$ cat src/rtl/stepper_monitor_pkg.sv
// ============================================================================
//  stepper_monitor_pkg
//  Coil phase tables and phase-index lookup for the stepper coil monitor.
//  Rev 1.0
// ============================================================================
`default_nettype none

package stepper_monitor_pkg;

    localparam int c_N_FULL = 4;
    localparam int c_N_HALF = 8;
    localparam int c_IDX_W  = 3;

    localparam logic [3:0] c_PAT_IDLE    = 4'b0000;
    localparam logic [3:0] c_PAT_ALL_ON  = 4'b1111;

    // Element [i] is the coil pattern of phase index i.
    localparam logic [c_N_FULL-1:0][3:0] c_TBL_FULL = {
        4'b1000, 4'b0100, 4'b0010, 4'b0001
    };
    localparam logic [c_N_HALF-1:0][3:0] c_TBL_HALF = {
        4'b1001, 4'b1000, 4'b1100, 4'b0100,
        4'b0110, 4'b0010, 4'b0011, 4'b0001
    };

    typedef struct packed {
        logic               valid;
        logic [c_IDX_W-1:0] idx;
    } phase_lookup_t;

    function automatic phase_lookup_t phase_lookup(input logic [3:0] pat,
                                                   input logic       half);
        phase_lookup_t r;
        r = '0;
        if (half) begin
            for (int i = 0; i < c_N_HALF; i++) begin
                if (c_TBL_HALF[i] == pat) begin
                    r.valid = 1'b1;
                    r.idx   = c_IDX_W'(i);
                end
            end
        end else begin
            for (int i = 0; i < c_N_FULL; i++) begin
                if (c_TBL_FULL[i] == pat) begin
                    r.valid = 1'b1;
                    r.idx   = c_IDX_W'(i);
                end
            end
        end
        return r;
    endfunction

endpackage

`default_nettype wire

$ cat src/rtl/coil_pattern_filter.sv
// ============================================================================
//  coil_pattern_filter
//  Synchronises the coil pattern and accepts it once after it has been stable.
//  Rev 1.0
// ============================================================================
`default_nettype none

module coil_pattern_filter #(
    parameter int STABLE_CYCLES = 4
) (
    input  logic       clk,
    input  logic       rst,
    input  logic [3:0] i_coils,
    output logic [3:0] o_pattern,
    output logic       o_accept
);

    localparam int                 c_CNT_W   = $clog2(STABLE_CYCLES) + 1;
    localparam logic [c_CNT_W-1:0] c_CNT_MAX = c_CNT_W'(STABLE_CYCLES - 1);

    logic [3:0]         r_sync1;
    logic [3:0]         r_sync2;
    logic [3:0]         r_cand;
    logic [c_CNT_W-1:0] r_cnt;
    logic               r_accept;

    // The counter saturates at its accept value, so a held pattern fires once.
    always_ff @(posedge clk) begin
        if (rst) begin
            r_sync1  <= '0;
            r_sync2  <= '0;
            r_cand   <= '0;
            r_cnt    <= '0;
            r_accept <= 1'b0;
        end else begin
            r_sync1  <= i_coils;
            r_sync2  <= r_sync1;
            r_accept <= 1'b0;
            if (r_sync2 != r_cand) begin
                r_cand   <= r_sync2;
                r_cnt    <= '0;
                r_accept <= (STABLE_CYCLES == 1);
            end else if (r_cnt != c_CNT_MAX) begin
                r_cnt    <= r_cnt + 1'b1;
                r_accept <= ((r_cnt + 1'b1) == c_CNT_MAX);
            end
        end
    end

    assign o_pattern = r_cand;
    assign o_accept  = r_accept;

endmodule

`default_nettype wire

$ cat src/rtl/stepper_coil_monitor.sv
// ============================================================================
//  stepper_coil_monitor
//  Decodes an observed coil pattern into steps, direction, position, period.
//  Rev 1.0
// ============================================================================
`default_nettype none

module stepper_coil_monitor
    import stepper_monitor_pkg::*;
#(
    parameter bit HALF_STEP     = 1'b0,
    parameter int STABLE_CYCLES = 4,
    parameter int POS_W         = 16,
    parameter int PER_W         = 20
) (
    input  logic                    system1000,
    input  logic                    system1000_rst,
    input  logic [3:0]              coils_in,
    input  logic                    clear,
    output logic                    step_pulse,
    output logic                    dir,
    output logic signed [POS_W-1:0] position,
    output logic [PER_W-1:0]        period,
    output logic                    locked,
    output logic                    error
);

    localparam int                 c_N    = HALF_STEP ? c_N_HALF : c_N_FULL;
    localparam logic [c_IDX_W-1:0] c_MASK = c_IDX_W'(c_N - 1);

    typedef enum logic [0:0] {
        ST_UNLOCKED = 1'b0,
        ST_LOCKED   = 1'b1
    } state_t;

    logic [3:0]          w_pattern;
    logic                w_accept;
    phase_lookup_t       w_lk;
    logic [c_IDX_W-1:0]  w_delta;

    state_t              r_state;
    logic [c_IDX_W-1:0]  r_phase;
    logic                r_step;
    logic                r_dir;
    logic [POS_W-1:0]    r_pos;
    logic [PER_W-1:0]    r_period;
    logic [PER_W-1:0]    r_per_cnt;
    logic                r_locked;
    logic                r_err;

    coil_pattern_filter #(
        .STABLE_CYCLES (STABLE_CYCLES)
    ) u_filter (
        .clk       (system1000),
        .rst       (system1000_rst),
        .i_coils   (coils_in),
        .o_pattern (w_pattern),
        .o_accept  (w_accept)
    );

    assign w_lk    = phase_lookup(w_pattern, HALF_STEP);
    // Phase distance modulo N; N is a power of two so masking suffices.
    assign w_delta = (w_lk.idx - r_phase) & c_MASK;

    always_ff @(posedge system1000) begin
        if (system1000_rst) begin
            r_state   <= ST_UNLOCKED;
            r_phase   <= '0;
            r_step    <= 1'b0;
            r_dir     <= 1'b1;
            r_pos     <= '0;
            r_period  <= '1;
            r_per_cnt <= '0;
            r_locked  <= 1'b0;
            r_err     <= 1'b0;
        end else begin
            r_step <= 1'b0;
            if (r_per_cnt != '1) begin
                r_per_cnt <= r_per_cnt + 1'b1;
            end
            if (w_accept && (w_pattern != c_PAT_IDLE)) begin
                if (!w_lk.valid) begin
                    r_err    <= 1'b1;
                    r_state  <= ST_UNLOCKED;
                    r_locked <= 1'b0;
                end else if (r_state == ST_UNLOCKED) begin
                    r_phase  <= w_lk.idx;
                    r_state  <= ST_LOCKED;
                    r_locked <= 1'b1;
                end else if (w_delta == c_IDX_W'(1)) begin
                    r_phase   <= w_lk.idx;
                    r_pos     <= r_pos + 1'b1;
                    r_dir     <= 1'b1;
                    r_step    <= 1'b1;
                    r_period  <= r_per_cnt;
                    r_per_cnt <= PER_W'(1);
                end else if (w_delta == c_MASK) begin
                    r_phase   <= w_lk.idx;
                    r_pos     <= r_pos - 1'b1;
                    r_dir     <= 1'b0;
                    r_step    <= 1'b1;
                    r_period  <= r_per_cnt;
                    r_per_cnt <= PER_W'(1);
                end else if (w_delta != '0) begin
                    r_err   <= 1'b1;
                    r_phase <= w_lk.idx;
                end
            end
            // Clear overrides any position/error update made this cycle.
            if (clear) begin
                r_pos <= '0;
                r_err <= 1'b0;
            end
        end
    end

    assign step_pulse = r_step;
    assign dir        = r_dir;
    assign position   = r_pos;
    assign period     = r_period;
    assign locked     = r_locked;
    assign error      = r_err;

endmodule

`default_nettype wire

$ cat config.mk
export PLATFORM = sky130hd
export DESIGN_NAME = stepper_coil_monitor
export DESIGN_NICKNAME = d
export VERILOG_FILES = /design/src/rtl/stepper_monitor_pkg.sv /design/src/rtl/coil_pattern_filter.sv /design/src/rtl/stepper_coil_monitor.sv
export SDC_FILE = /design/constraint.sdc
export NUM_CORES = 1
export LEC_CHECK = 0
export CORE_MARGIN = 4
export CORE_UTILIZATION = 46
export DETAILED_ROUTE_END_ITERATION = 7
export PLACE_DENSITY = 0.8
export SLEW_MARGIN = 25
export SYNTH_ARGS = -nofsm -noshare
export SYNTH_HDL_FRONTEND = slang
export SYNTH_SLANG_ARGS = --single-unit
$ cat constraint.sdc
create_clock -name system1000 -period 3.4 [get_ports system1000]
set_input_delay 0.34 -clock system1000 [delete_from_list [all_inputs] [get_ports system1000]]
set_output_delay 0.34 -clock system1000 [all_outputs]
set_load 0.03 [all_outputs]
==> out/qor.yml, run 1 <==
floorplan.rows: 33
die_width_um: 99.56
synth_top_cells_by_count: "dfxtp_1 (79), nand2_1 (73), nor2_1 (45), a21oi_1 (26), nand3b_1 (23)"
path_class: "flip-flop to flip-flop"
num_antenna_cells: 0
design_area_um2: 4877
cts.reportedPaths.clkPinSlew_ns: 0.08
post-route-min-period_ns: 3.304
gp_routability_congestion: 0.8959
cts_buffers: 9
worst-path-max-fanout: 6
outcome: "complete, no violations"
vias_per_cell: 5.380
synth_top_flop_cell: "dfxtp_1"
routed_wirelength_um: 8856
grt_antenna_before_repair: 0
critical_path.startpoint_type: "flip-flop"
wire_length_of_the_first_global_routing_pass_um: 14590
drtPass1Iterations: 4
port_buffers: 46
cts_tree: "built"
layout.filler_cells: 711
rsz0062_at_grt: "true"
grt_max_degree: 40
worst_reg_to_reg_cells: 16
die_h_um: 99.56
global_route.usage.total: 0.1780
max-clock-path-buffers: 2
overflow: 0
synth_async_sr_flop_share: 0
number_of_setup_violations_in_the_final_report: 0
powerDensity_nw_per_um2: 368.6
synth-seq-cells: 79
netlist_area_um2: 3856
detailed_place.area_um2: 4503
drt-wirelength-per-cell_um: 14.19
worst-endpoint-arrival_ns: 3.53
cts_max_level: 3
finalCritPeriodShare: 0.9717
postSynthNetCount: 483
fmax_ghz: 0.3027
ys_seq_area_frac: 0.4101
worstReg2RegEnd: "position[14]"
via_count_of_the_first_global_routing_pass: 3227
vdd_ir_drop_max_uv: 234.0
regToRegSetupSlack_ns: 0.1
num-nets-final: 542
drive_above_1_share: 0.1252
hold_viol_final: 0
timing.hold.worst_path_depth: 1
dp.final_hpwl_um: 6109
finalSetupTns_ns: 0
worst_setup_path_end_kind: "flip-flop"
synth_warnings: 0
initial_core_utilization: 0.4717
max-slew-margin-rel: 0.5597
yosysTopAreaCell: "dfxtp_1"
synth-edff-count: 0
syn2layout_area_growth_pct: 26.48
core_outline_area_um2: 8175
synthCells: 455
cts_hold_repair.buffers: 0
timing.final.max_slew_violations: 0
clk-insertion-delay-late_ns: 0.34
r2r_start: "u_filter.o_pattern[3]"
count_of_different_cell_masters_after_synthesis: 51
tightestPinTransition_ns: 0.6519
first_iter_violations: 167
synth_top_cells_by_area: "dfxtp_1 (41%), nand2_1 (7.1%), ha_1 (6.5%)"
worst_hold_path_type: "flip-flop to flip-flop"
timing.clock.skew_ns: 0.007944
synthMostInstantiatedCell: "dfxtp_1"
worst_setup_path_startpoint: "u_filter.o_pattern[3]"
p_leak_uw: 0.001940
maxCapViolations: 0
critical_path.endpoint: "position[14]"
required_ns: 3.63
routed-via-count: 3357
syn-mean-instance-area_um2: 8.475
remaining_drc_errors: 0
synth_top_area_share: 0.4101
cts.sink_count: 79
cts-root-buf: "clkbuf_8"
num_io_pins: 47
ant_nets: 0
die_area_um2: 9912
==> worst max-delay path: stages, from the launching register on <==
cell and delay (ns):
dfxtp_2 0.34, xnor2_1 0.14, nor3_2 0.15, inv_1 0.10, ha_4 0.18, xor2_4 0.16
xnor2_4 0.18, or2_4 0.21, inv_1 0.08, fa_1 0.41, nand3b_1 0.22, a2111oi_2 0.35
buf_4 0.18, o21ai_0 0.11, o211ai_1 0.15, xnor2_1 0.14, o21ai_0 0.08
==> power by group <==
part | switching (uW) | internal [uW]
Clock | 357 | 363
Sequential | 8.55 | 936
Combinational | 70.5 | 62.7
Total | 436 | 1360
==> worst min path at each step <==
stage / to / from
final: u_filter.r_sync2[3] / u_filter.r_sync1[3]
after global routing: u_filter.r_sync2[1] / u_filter.r_sync1[1]
after CTS: u_filter.r_sync2[3] / u_filter.r_sync1[3]
after detailed placement: u_filter.r_sync2[3] / u_filter.r_sync1[3]
after global placement: u_filter.r_sync2[1] / u_filter.r_sync1[1]
after floorplan: u_filter.r_sync2[0] / u_filter.r_sync1[0]
==> sequential cells by signal (all words and copies together), names as in the netlist, 2 cells and up <==
register	flops
period	20
r_per_cnt	20
position	16
u_filter.o_pattern	4
u_filter.r_sync1	4
u_filter.r_sync2	4
u_filter.r_cnt	3
r_phase	2
==> metrics by stage <==
step                      power [uW]  hold slack (ns)  std cells    util  setup slack [ns]
after global routing            1882           0.4617        624  0.5966           -0.1039
after CTS                       1800           0.4472        621  0.5774           0.01283
after floorplan                 1047           0.4138        455       -           0.04642
after global placement          1078           0.4178        605  0.5508           0.07700
final                           1798           0.4410        624  0.5966           0.09629
after detailed placement        1083           0.4266        605  0.5508          -0.05829
==> area by class of cell <==
class,instances,area (um^2),area share
sequential,79,1584,0.3248
tap,105,131.4,0.02694
timing repair buffer,68,625.6,0.1283
clock buffer,10,137.6,0.02822
clock inverter,6,68.82,0.01411
multi-input combinational,341,2273,0.4661
inverter,15,56.30,0.01154
==> layer usage <==
layer	GRT usage	wire length (um)	part of all wire
met1	0.2297	4060	0.46
met2	0.2986	4235	0.48
met3	0.03576	487	0.055
met4	0.05777	72	0.0081
met5	0	0	0
==> cell families after synthesis <==
group | after synthesis | share of synthesized area
AOI/OAI and AO/OA | 75 | 0.1220
xor gates and xnor gates | 31 | 0.07528
adders and majority gates | 21 | 0.07008
buffers and inverters | 36 | 0.04315
DFF | 79 | 0.4101
muxes | 5 | 0.01298
and+or+nand+nor | 208 | 0.2664
==> cell usage in the layout, fill, tap and decap left out, drive strengths merged, types with 13 or more instances in the layout <==
cell type	instances
a21oi	26
buf	22
clkdlybuf4s50	46
dfxtp	79
ha	20
inv	16
nand2	73
nand3	13
nand3b	23
nor2	45
nor2b	14
o21ai	17
xnor2	22
==> repair_timing <==
item	in CTS	in global routing
setup endpoints to repair	3	9
pin swaps	0	2
gates cloned	0	1
buffers inserted	0	2
resized for setup	4	25
(Power assumes the default switching activity.)
==> run 2: changes to the inputs <==
--- a/config.mk
+++ b/config.mk
@@ -9,6 +9,7 @@
 export CORE_UTILIZATION = 46
 export DETAILED_ROUTE_END_ITERATION = 7
 export PLACE_DENSITY = 0.8
+export SKIP_CTS_REPAIR_TIMING = 1
 export SLEW_MARGIN = 25
 export SYNTH_ARGS = -nofsm -noshare
 export SYNTH_HDL_FRONTEND = slang
==> out/qor.yml, run 2 (synthesis results as in run 1) <==
num-nets-final: 542
design_area_um2: 4877
commonest_cells_after_routing_fill_and_taps_aside: "dfxtp_1 (77), nand2_1 (72), clkdlybuf4s50_1 (46)"
remaining_drc_errors: 0
worst_hold_path_type: "flip-flop to flip-flop"
finalCritPeriodShare: 0.9727
number_of_setup_violations_in_the_final_report: 0
initial_core_utilization: 0.4717
dp.final_hpwl_um: 6109
required_ns: 3.63
clk-insertion-delay-late_ns: 0.34
rsz0062_at_grt: "true"
global_route.usage.total: 0.1774
p_leak_uw: 0.001940
num_antenna_cells: 0
outcome: "complete, no violations"
wire_length_of_the_first_global_routing_pass_um: 14550
num_io_pins: 47
part_of_the_total_power_dissipated_in_sequential_elements: 0.525
path_class: "flip-flop to flip-flop"
via_count_of_the_first_global_routing_pass: 3216
final_core_utilization: 0.5966
worst_setup_path_end_kind: "flip-flop"
detailed_place.area_um2: 4503
die_area_um2: 9912
routed_wirelength_um: 8863
post-route-min-period_ns: 3.307
net-switching-power_uw: 437.6
die_h_um: 99.56
powerDensity_nw_per_um2: 368.9
vias_per_cell: 5.388
cts-root-buf: "clkbuf_8"
critical_path.startpoint_type: "flip-flop"
grt_max_degree: 40
grt_antenna_before_repair: 0
floorplan.rows: 33
cts.sink_count: 79
cts_buffers: 9
die_width_um: 99.56
syn2layout_area_growth_pct: 26.48
power.share.clock: 0.401
pint_uw: 1362
drt-wirelength-per-cell_um: 14.20
worst-endpoint-arrival_ns: 3.53
core_outline_area_um2: 8175
switching_share: 0.2432
p_comb_frac: 0.074
hold_viol_final: 0
gp_routability_congestion: 0.8959
timing.final.max_slew_violations: 0
maxCapViolations: 0
timing.clock.skew_ns: 0.008382
max-clock-path-buffers: 2
port_buffers: 46
fmax_ghz: 0.3024
drtPass1Iterations: 4
overflow: 0
first_iter_violations: 167
finalSetupTns_ns: 0
tightestPinTransition_ns: 0.6519
worst-path-max-fanout: 6
cts_tree: "built"
cts_max_level: 3
mostFrequentLayoutCell: "dfxtp_1"
cts.reportedPaths.clkPinSlew_ns: 0.08
routed-via-count: 3362
ant_nets: 0
max-slew-margin-rel: 0.5597
drive_above_1_share: 0.1252
vdd_ir_drop_max_uv: 235.0
==> run 2: cell counts in the layout (fill, tap and decap cells not counted) <==
Identical to the previous run, type by type.
==> run 2: power by group through the flow <==
| stage | Sequential, uW | Combinational (uW) | Clock (uW) |
|---|---|---|---|
| 2_1_floorplan | 964 | 83.5 | 0 |
| 3_3_place_gp | 965 | 114 | 0 |
| 3_5_place_dp | 966 | 117 | 0 |
| 4_1_cts | 944 | 118 | 737 |
| 5_1_grt | 946 | 149 | 787 |
| 6_report | 944 | 133 | 722 |
==> run 2: layout make-up <==
cell class	instances	area [um^2]
fillers	711	3298
multi-input cells	341	2273
flip-flops and latches	79	1584
repair buffers	68	625.6
clock buffers	10	137.6
well taps	105	131.4
clock inverters	6	68.82
inverters	15	56.30
==> run 2: metrics by stage <==
stage	std cells	hold WS, ns	worst slack (ns)	total power (uW)
final	624	0.4413	0.09278	1799
after CTS	621	0.4472	-0.07671	1799
after global routing	624	0.4617	-0.1039	1882
after detailed placement	605	0.4266	-0.05829	1083
after floorplan	455	0.4138	0.04642	1047
after global placement	605	0.4178	0.07700	1078
==> run 2: final timing paths <==
kind | cells past startpoint | slack (ns) | endpoint | from
max | 16 | 0.09 | position[14] | u_filter.o_pattern[3]
min | 1 | 0.44 | u_filter.r_sync2[3] | u_filter.r_sync1[3]
max reg2reg | 16 | 0.09 | position[14] | u_filter.o_pattern[3]
min reg2reg | 1 | 0.44 | u_filter.r_sync2[3] | u_filter.r_sync1[3]
==> run 2: layer usage <==
| layer | up-vias | part of all wire | global-route usage |
|---|---|---|---|
| li1 | 1684 | - | - |
| met1 | 1587 | 0.46 | 0.2297 |
| met2 | 84 | 0.48 | 0.2965 |
| met3 | 7 | 0.048 | 0.03576 |
| met4 | 0 | 0.0081 | 0.05777 |
| met5 | - | 0 | 0 |
==> run 2: worst max-delay path, cell delays in order (launching register included) <==
cell and delay, ns:
dfxtp_2 0.34, xnor2_1 0.14, nor3_2 0.15, inv_1 0.10, ha_4 0.18, xor2_4 0.16
xnor2_4 0.18, or2_4 0.21, inv_1 0.08, fa_1 0.41, nand3b_1 0.22, a2111oi_2 0.35
buf_4 0.18, o21ai_0 0.11, o211ai_1 0.15, xnor2_1 0.14, o21ai_0 0.08
==> run 3: changes to the inputs <==
--- a/config.mk
+++ b/config.mk
@@ -8,9 +8,11 @@
 export CORE_MARGIN = 4
 export CORE_UTILIZATION = 46
 export DETAILED_ROUTE_END_ITERATION = 7
+export MAX_ROUTING_LAYER = met4
 export PLACE_DENSITY = 0.8
 export SKIP_CTS_REPAIR_TIMING = 1
 export SLEW_MARGIN = 25
 export SYNTH_ARGS = -nofsm -noshare
 export SYNTH_HDL_FRONTEND = slang
 export SYNTH_SLANG_ARGS = --single-unit
+export TNS_END_PERCENT = 100
==> out/qor.yml, run 3 (synthesis results as in run 1) <==
outcome: "complete, but fails checks"
failed_checks: "negative setup slack"
placed_cells_incl_taps: 607
timing.critical_path.cells: "xnor2_1 -> nor3_2 -> inv_1 -> ha_4 -> xor2_4 -> xnor2_4 -> or2_4 -> buf_12 -> ha_2 -> nand3_1 -> a21oi_2 -> o21ai_1 -> and3b_1 -> or4_4 -> a21oi_2"
drtPass1Iterations: 4
max-slew-margin-rel: 0.5681
first_iter_violations: 124
worst_reg_to_reg_cells: 15
finalHoldWorstSlack_ns: 0.4351
worst-path-max-fanout: 7
remaining_drc_errors: 0
cts.sink_count: 79
slowest_stage: "or4_4"
worst_slack_ns: -0.02846
vias_per_cell: 5.391
maxCapViolations: 0
final_core_utilization: 0.6018
cts_max_level: 3
global_route.usage.total: 0.1859
num-nets-final: 542
tightestPinTransition_ns: 0.6395
worstReg2RegEnd: "position[15]"
die_width_um: 99.56
hold_start: "u_filter.r_sync1[1]"
final_cell_count_no_fill: 624
finalCritPeriodShare: 1.008
critPathMaxStageDelay_ns: 0.42
ant_nets: 0
number_of_setup_violations_in_the_final_report: 1
critical_path.startpoint_type: "flip-flop"
core_outline_area_um2: 8175
num_antenna_cells: 0
commonest_cells_after_routing_fill_and_taps_aside: "dfxtp_1 (79), nand2_1 (71), clkdlybuf4s50_1 (46)"
vdd_ir_drop_max_uv: 244.1
gp_routability_congestion: 0.8984
mostFrequentLayoutCell: "dfxtp_1"
powerDensity_nw_per_um2: 376.5
regToRegSetupSlack_ns: -0.03
path_class: "flip-flop to flip-flop"
cts.reportedPaths.clkPinSlew_ns: 0.07
wire_length_of_the_first_global_routing_pass_um: 14660
port_buffers: 46
routed-via-count: 3364
hold_viol_final: 0
routed_wirelength_um: 8884
clk-insertion-delay-late_ns: 0.35
drt-wirelength-per-cell_um: 14.24
via_count_of_the_first_global_routing_pass: 3178
crit_path_frequent_cell: "a21oi_2"
overflow: 0
grt_max_degree: 40
grt_antenna_before_repair: 0
cts_buffers: 9
die_area_um2: 9912
r2r_start: "u_filter.o_pattern[1]"
rsz0062_at_grt: "true"
timing.final.max_slew_violations: 0
layout.filler_cells: 721
worst_hold_path_type: "flip-flop to flip-flop"
worst_setup_path_end_kind: "flip-flop"
drive_above_1_share: 0.1310
hold_end: "u_filter.r_sync2[1]"
required_ns: 3.68
timing.clock.skew_ns: 0.01266
floorplan.rows: 33
fmax_ghz: 0.2917
timing.hold.worst_path_depth: 1
post-route-min-period_ns: 3.428
num_io_pins: 47
syn2layout_area_growth_pct: 27.58
cts_tree: "built"
max-clock-path-buffers: 2
initial_core_utilization: 0.4717
p_leak_uw: 0.001961
cts-root-buf: "clkbuf_8"
dp.final_hpwl_um: 6216
die_h_um: 99.56
worst-endpoint-arrival_ns: 3.71
==> run 3: where the power goes <==
part	leakage (uW)	switching [uW]	internal [uW]	total, uW
Sequential	0.000640	8.07	936	944
Clock	0.000114	338	434	773
Combinational	0.00121	71.3	64.9	136
==> run 3: final cells by class <==
type / instances / area, um^2 / area share
Sequential cell: 79 / 1582 / 0.3215
Tap cell: 105 / 131.4 / 0.02670
Inverter: 15 / 56.30 / 0.01144
Clock inverter: 5 / 78.83 / 0.01602
Timing Repair Buffer: 68 / 641.9 / 0.1305
Multi-Input combinational cell: 341 / 2288 / 0.4652
Clock buffer: 11 / 141.4 / 0.02874
==> run 3: worst max-delay path: cells and delay by family (launching register included) <==
kind / cells / cell delay, ns
adders and majority gates: 2 / 0.59
AOI/OAI and AO/OA: 3 / 0.42
xor gates and xnor gates: 3 / 0.48
buffers and inverters: 2 / 0.26
DFF: 1 / 0.32
and+or+nand+nor: 5 / 1.30
==> run 3: per-layer routing <==
layer  wire (um)  up-vias  global-route usage  share of wire
li1            -     1674                   -              -
met1        4005     1594              0.2296           0.45
met2        4331       82              0.3063           0.49
met4         125        0             0.06197          0.014
met3         421       14             0.03436          0.047
met5           0        -                   -              0
==> run 3: worst max-delay path by stage <==
stage,startpoint,cells past startpoint,endpoint
final,u_filter.o_pattern[1],15,position[15]
after global routing,u_filter.o_pattern[3],15,position[15]
after CTS,u_filter.o_pattern[1],15,position[15]
after detailed placement,u_filter.o_pattern[1],15,position[15]
after global placement,u_filter.o_pattern[3],15,position[12]
after floorplan,u_filter.o_pattern[3],15,position[15]
==> run 3: through the flow <==
stage | power [uW] | TNS, ns | cell area, um^2 | setup WS, ns
after floorplan | 1047 | 0 | 3867 | 0.04642
after global placement | 1082 | 0 | 4531 | 0.01824
after detailed placement | 1086 | -0.3517 | 4531 | -0.1722
after CTS | 1855 | -0.3860 | 4751 | -0.1964
after global routing | 1929 | -0.9389 | 4920 | -0.2260
final | 1852 | -0.02846 | 4920 | -0.02846
